--- config.mk ---
export PLATFORM = sky130hd
export DESIGN_NAME = pkt_deser
export DESIGN_NICKNAME = d
export VERILOG_FILES = /design/src/rtl/pkt_pkg.sv /design/src/rtl/pkt_gap_tmr.sv /design/src/rtl/pkt_deser.sv
export SDC_FILE = /design/constraint.sdc
export NUM_CORES = 1
export LEC_CHECK = 0
export BUFFER_PORTS_ARGS = -buffer_cell sky130_fd_sc_hd__buf_2
export CORE_MARGIN = 4
export CORE_UTILIZATION = 30
export CTS_BUF_LIST = sky130_fd_sc_hd__clkbuf_4
export CTS_CLUSTER_DIAMETER = 40
export CTS_CLUSTER_SIZE = 28
export DETAILED_ROUTE_END_ITERATION = 7
export GPL_TIMING_DRIVEN = 0
export PLACE_DENSITY = 0.44
export SYNTH_ARGS = -nofsm -noshare
export SYNTH_HDL_FRONTEND = slang
export SYNTH_SLANG_ARGS = --single-unit
export TNS_END_PERCENT = 30
--- constraint.sdc ---
create_clock -name clk -period 2 [get_ports clk]
set_input_delay 0.1 -clock clk [delete_from_list [all_inputs] [get_ports clk]]
set_output_delay 0.1 -clock clk [all_outputs]
set_load 0.05 [all_outputs]
--- src/rtl/pkt_pkg.sv ---
// Shared constants and state encoding for the packet receive path.
// The shift-register stage upstream imports the same widths and sync value.
package pkt_pkg;

  // Packet geometry and framing
  localparam int PKT_W   = 64;
  localparam int SYNC_W  = 8;
  localparam logic [SYNC_W-1:0] SYNC_VAL = 8'hA5;

  // Longest run of idle cycles tolerated inside a packet
  localparam int GAP_MAX = 4;

  // Bit counter must be able to hold the value PKT_W
  localparam int CNT_W = $clog2(PKT_W + 1);

  // Deserializer states
  typedef enum logic {
    IDLE  = 1'b0,
    SHIFT = 1'b1
  } state_t;

  // True when a packet's header does not carry the sync value
  function automatic logic hdr_bad(input logic [PKT_W-1:0] word);
    return word[PKT_W-1 -: SYNC_W] != SYNC_VAL;
  endfunction

endpackage

--- src/rtl/pkt_gap_tmr.sv ---
// Saturating idle-cycle counter. 'expire' flags the idle cycle that would
// take the count past LIMIT, i.e. the (LIMIT+1)-th consecutive idle cycle.
module pkt_gap_tmr
  import pkt_pkg::*;
#(
  parameter int LIMIT = GAP_MAX
) (
  input  logic clk,
  input  logic rst,
  input  logic clr,
  input  logic en,
  output logic expire
);

  localparam int W = $clog2(LIMIT + 2);
  localparam logic [W-1:0] CNT_LIMIT = W'(LIMIT);
  localparam logic [W-1:0] CNT_SAT   = W'(LIMIT + 1);

  logic [W-1:0] cnt;

  assign expire = en && (cnt == CNT_LIMIT);

  // Count idle cycles; clear has priority, count sticks at LIMIT+1
  always_ff @(posedge clk) begin
    // NOTE: reset is synchronous (sampled only at the clock edge), and all
    // state is updated with non-blocking assignments so every register sees
    // pre-edge values regardless of block ordering.
    if (!rst) begin
      cnt <= '0;
    end else if (clr) begin
      cnt <= '0;
    end else if (en && (cnt != CNT_SAT)) begin
      cnt <= cnt + 1'b1;
    end
  end

endmodule

--- src/rtl/pkt_deser.sv ---
// Serial-to-parallel receive stage: assembles MSB-first packets, checks the
// sync header, aborts on long stalls and hands packets to the consumer
// through a single valid/ack holding register.
module pkt_deser
  import pkt_pkg::*;
(
  input  logic             clk,
  input  logic             rst,
  input  logic             ser_in,
  input  logic             bit_en,
  input  logic             pkt_ack,
  output logic [PKT_W-1:0] pkt_data,
  output logic             pkt_vld,
  output logic             hdr_err,
  output logic             gap_err,
  output logic             ovf_err,
  output logic             busy
);

  localparam logic [CNT_W-1:0] LAST_IDX = CNT_W'(PKT_W - 1);

  state_t           state;
  state_t           state_nxt;
  logic [CNT_W-1:0] bit_cnt;
  logic [PKT_W-1:0] sreg;
  logic [PKT_W-1:0] word;
  logic             complete;
  logic             gap_abort;
  logic             gap_expire;
  logic             gap_en;
  logic             gap_clr;
  logic             accept;

  // Word as it stands after this cycle's bit is shifted in; on the final
  // bit this is the complete packet.
  assign word = {sreg[PKT_W-2:0], ser_in};

  assign busy    = (state == SHIFT);
  assign gap_en  = busy && !bit_en;
  assign gap_clr = !busy || bit_en;

  // The holding register can take a new packet if empty or emptied this edge
  assign accept = !pkt_vld || pkt_ack;

  pkt_gap_tmr #(
    .LIMIT(GAP_MAX)
  ) u_gap_tmr (
    .clk   (clk),
    .rst   (rst),
    .clr   (gap_clr),
    .en    (gap_en),
    .expire(gap_expire)
  );

  // State register
  always_ff @(posedge clk) begin
    if (!rst) begin
      state <= IDLE;
    end else begin
      state <= state_nxt;
    end
  end

  // Next state plus completion / abort decode
  always_comb begin
    // NOTE: every output of this block gets a default first, so no path
    // leaves a signal unassigned and no latch is inferred.
    state_nxt = state;
    complete  = 1'b0;
    gap_abort = 1'b0;
    case (state)
      IDLE: begin
        if (bit_en) begin
          state_nxt = SHIFT;
        end
      end
      SHIFT: begin
        if (bit_en) begin
          if (bit_cnt == LAST_IDX) begin
            complete  = 1'b1;
            state_nxt = IDLE;
          end
        end else if (gap_expire) begin
          gap_abort = 1'b1;
          state_nxt = IDLE;
        end
      end
      default: state_nxt = IDLE;
    endcase
  end

  // Shift register and bit counter; a gap abort only needs the counter
  // cleared since the next packet overwrites every shift-register bit.
  always_ff @(posedge clk) begin
    if (!rst) begin
      sreg    <= '0;
      bit_cnt <= '0;
    end else if (bit_en) begin
      sreg    <= word;
      bit_cnt <= complete ? '0 : bit_cnt + 1'b1;
    end else if (gap_abort) begin
      bit_cnt <= '0;
    end
  end

  // Holding register, handshake and error pulses
  always_ff @(posedge clk) begin
    if (!rst) begin
      pkt_data <= '0;
      pkt_vld  <= 1'b0;
      hdr_err  <= 1'b0;
      gap_err  <= 1'b0;
      ovf_err  <= 1'b0;
    end else begin
      gap_err <= gap_abort;
      ovf_err <= complete && !accept;
      if (complete && accept) begin
        pkt_data <= word;
        pkt_vld  <= 1'b1;
        hdr_err  <= hdr_bad(word);
      end else if (pkt_vld && pkt_ack) begin
        pkt_vld <= 1'b0;
        hdr_err <= 1'b0;
      end
    end
  end

endmodule
==> results.toml <==
[clocking]
post_cts_buffers = 0
clock_path_buffers = 2
post_cts_resized = 0
numCtsBuffers = 17
cts_root_buffer = "clkbuf_4"
worstSkewPairLatency_ps = 530
cts_max_level = 4
cts_tree = "built"
hold_buffers = 4
clkTransAtPathRegs_ps = 120
clock-sinks = 142

[floorplan]
dieArea_mm2 = 0.0208
io_pins = 74
coreArea_mm2 = 0.0181
start_util_pct = 30.7
row_count = 49
die_h_um = 144
die_w_um = 144

[placed_design]
hpwlAfterDp_mm = 8.15
place_congestion = 0.727
place_area_mm2 = 0.00622
place.port_buffers = 71
dp.cells = 862

[run_status]
status = "completed"

[grt]
met3_usage_pct = 3.47
first_global_vias = 4071
grtUsageMet2_pct = 18.3
top_usage_layer = "met2"
gr-total-overflow = 0
grt_util_met1_pct = 15.2
grt_pass1_wl_mm = 19.6
grt_usage_pct = 11.8
antenna_found_initial = 1
grt_start_max_net_pins = 17

[synth]
synthCells = 562
yosysWarnings = 0
async_flop_share_pct = 0
avgSynthCellArea_um2 = 9.93
syn-num-nets = 571
ys_ff_latch = 142
seq_area_frac_synth_pct = 51.0
synth_area_mm2 = 0.00558
synth_edf_count = 0
synth_ff_type = "dfxtp_1"
ys_types = 37

[power]
cellLeakagePower_nw = 2.59
power_density_mw_per_mm2 = 746
clkPwrFrac_pct = 37.8
ir_drop_mv = 0.392
sw_frac_of_total_pct = 22.6
power_frac_seq_pct = 58.3
combPwrFrac_pct = 3.9
intPower_mw = 3.78
power.switching_mw = 1.10

[sta]
tightest_slew_ps = 754
setup_tns_ps = 0
finalSetupViolations = 0
finalClockSkew_ps = 15.6
maxSlewViolCount = 0
finalHoldViolCount = 0
fin_crit_ps = 1790
rsz0062_at_grt = "no"
fmax_mhz = 559
slew_headroom_pct = 49.7
period_share_pct = 89.4

[worst_setup_path]
cp-start-kind = "register"
path_class = "reg2reg"
crit_fanout = 10
arrival_ps = 2260
worstPathRequired_ps = 2470
crit_path_end_kind = "register"

[layout]
multiInputGateArea_mm2 = 0.00246
fillers = 1897
finalInstanceArea_mm2 = 0.00654
area_growth_pct = 17.2
drive_gt1_share_pct = 17.2
seq_area_mm2 = 0.00284
nets = 665
instances_no_fill = 898

[route]
route.detailed.drc = 0
vias = 3999
first_pass_iters = 4
vias_per_cell = 4.45
wl_per_cell_um = 12.8
antenna_left = 0
drtIter0Drc = 111
wirelength_mm = 11.5

[min_path]
hp-class = "in2reg"

[run]
maxCapViolations = 0
## critical path, stage by stage, from the launching register on
cell     delay [ps]
dfxtp_1         380
ha_1            230
and4_4          280
and4_4          240
buf_6           100
buf_12          160
buf_12          150
mux2i_1         190
## cell usage after synthesis (all sizes together) (2+ instances only)
cell    count  area (µm²)
nor3        3        15.0
clkbuf     24        90.1
ha          4        50.1
nor2b      26         163
nand3       7        35.0
buf        15         174
a21oi       5        25.0
a221o       2        20.0
xor2        2        17.5
or4bb       2        22.5
nand2     137         514
nor2       42         158
dfxtp     142        2840
and2        2        12.5
inv         3        11.3
and4        2        22.5
mux2i     128        1280
## cell families after synthesis
logic type      Yosys count  synth area share (%)
compound gates           13                  1.66
simple gates            228                  17.8
xor+xnor                  3                 0.471
fa+ha+maj                 4                 0.897
buf+inv                  43                  5.00
flops                   142                  51.0
mux                     129                  23.2
## power by group through the flow
stage	Combinational (mW)	Sequential, mW	Clock (mW)
after floorplan	0.136	2.91	0
after CTS	0.199	2.84	1.94
after global placement	0.190	2.91	0
final	0.192	2.84	1.84
after detailed placement	0.192	2.91	0
after global routing	0.214	2.85	2.05
## final cells by class
cell class                      instances  area share (%)
Sequential cell                       142            43.5
Multi-Input combinational cell        377            37.6
Timing Repair Buffer                   75            6.05
Tap cell                              229            4.38
Buffer                                 39            4.04
Clock buffer                           20            2.30
Clock inverter                         11            1.90
Inverter                                4           0.230
Antenna cell                            1          0.0383
## per-stage QoR
| stage | setup slack (ps) | total power [mW] | util, % | hold slack [ps] |
|---|---|---|---|---|
| 3_3_place_gp | 196 | 3.10 | 34.3 | 372 |
| 6_report | 211 | 4.88 | 36.0 | 370 |
| 5_1_grt | 66.1 | 5.11 | 36.0 | 359 |
| 2_1_floorplan | 236 | 3.05 | - | 242 |
| 4_1_cts | 195 | 4.98 | 36.0 | 308 |
| 3_5_place_dp | 170 | 3.10 | 34.3 | 379 |
## flip-flops by register name (all words and copies together) (netlist names)
register,cells
busy,1
bit_cnt,7
gap_err,1
pkt_data,64
ovf_err,1
pkt_vld,1
hdr_err,1
u_gap_tmr.cnt,3
sreg,63
## placed cells by master (no fill, tap or decap), drive strengths merged, types with 2 or more instances in the layout
master and instances:
buf 86, nor2b 26, bufinv 3, xor2 2, dfxtp 142, nand2 137, a221o 2, dlygate4sd3 4
nand3 7, ha 4, clkbuf 44, nor2 42, and2 2, clkinv 9, nor3 3, inv 3
mux2i 128, and4 2, a21oi 5, or4bb 2
## routing by layer
layer	vias to the layer above	routed length (µm)
met5	-	0
met4	0	210
met3	14	522
met2	64	5050
met1	1867	5720
li1	2054	-
## final timing paths
kind	slack [ps]	to	start	cells after the start
max	210	pkt_data[44]	bit_cnt[0]	7
min	370	sreg[0]	ser_in	4
max reg2reg	210	pkt_data[44]	bit_cnt[0]	7
min reg2reg	460	pkt_data[30]	pkt_data[30]	2
Note: power is estimated with default switching activity, not from simulation.
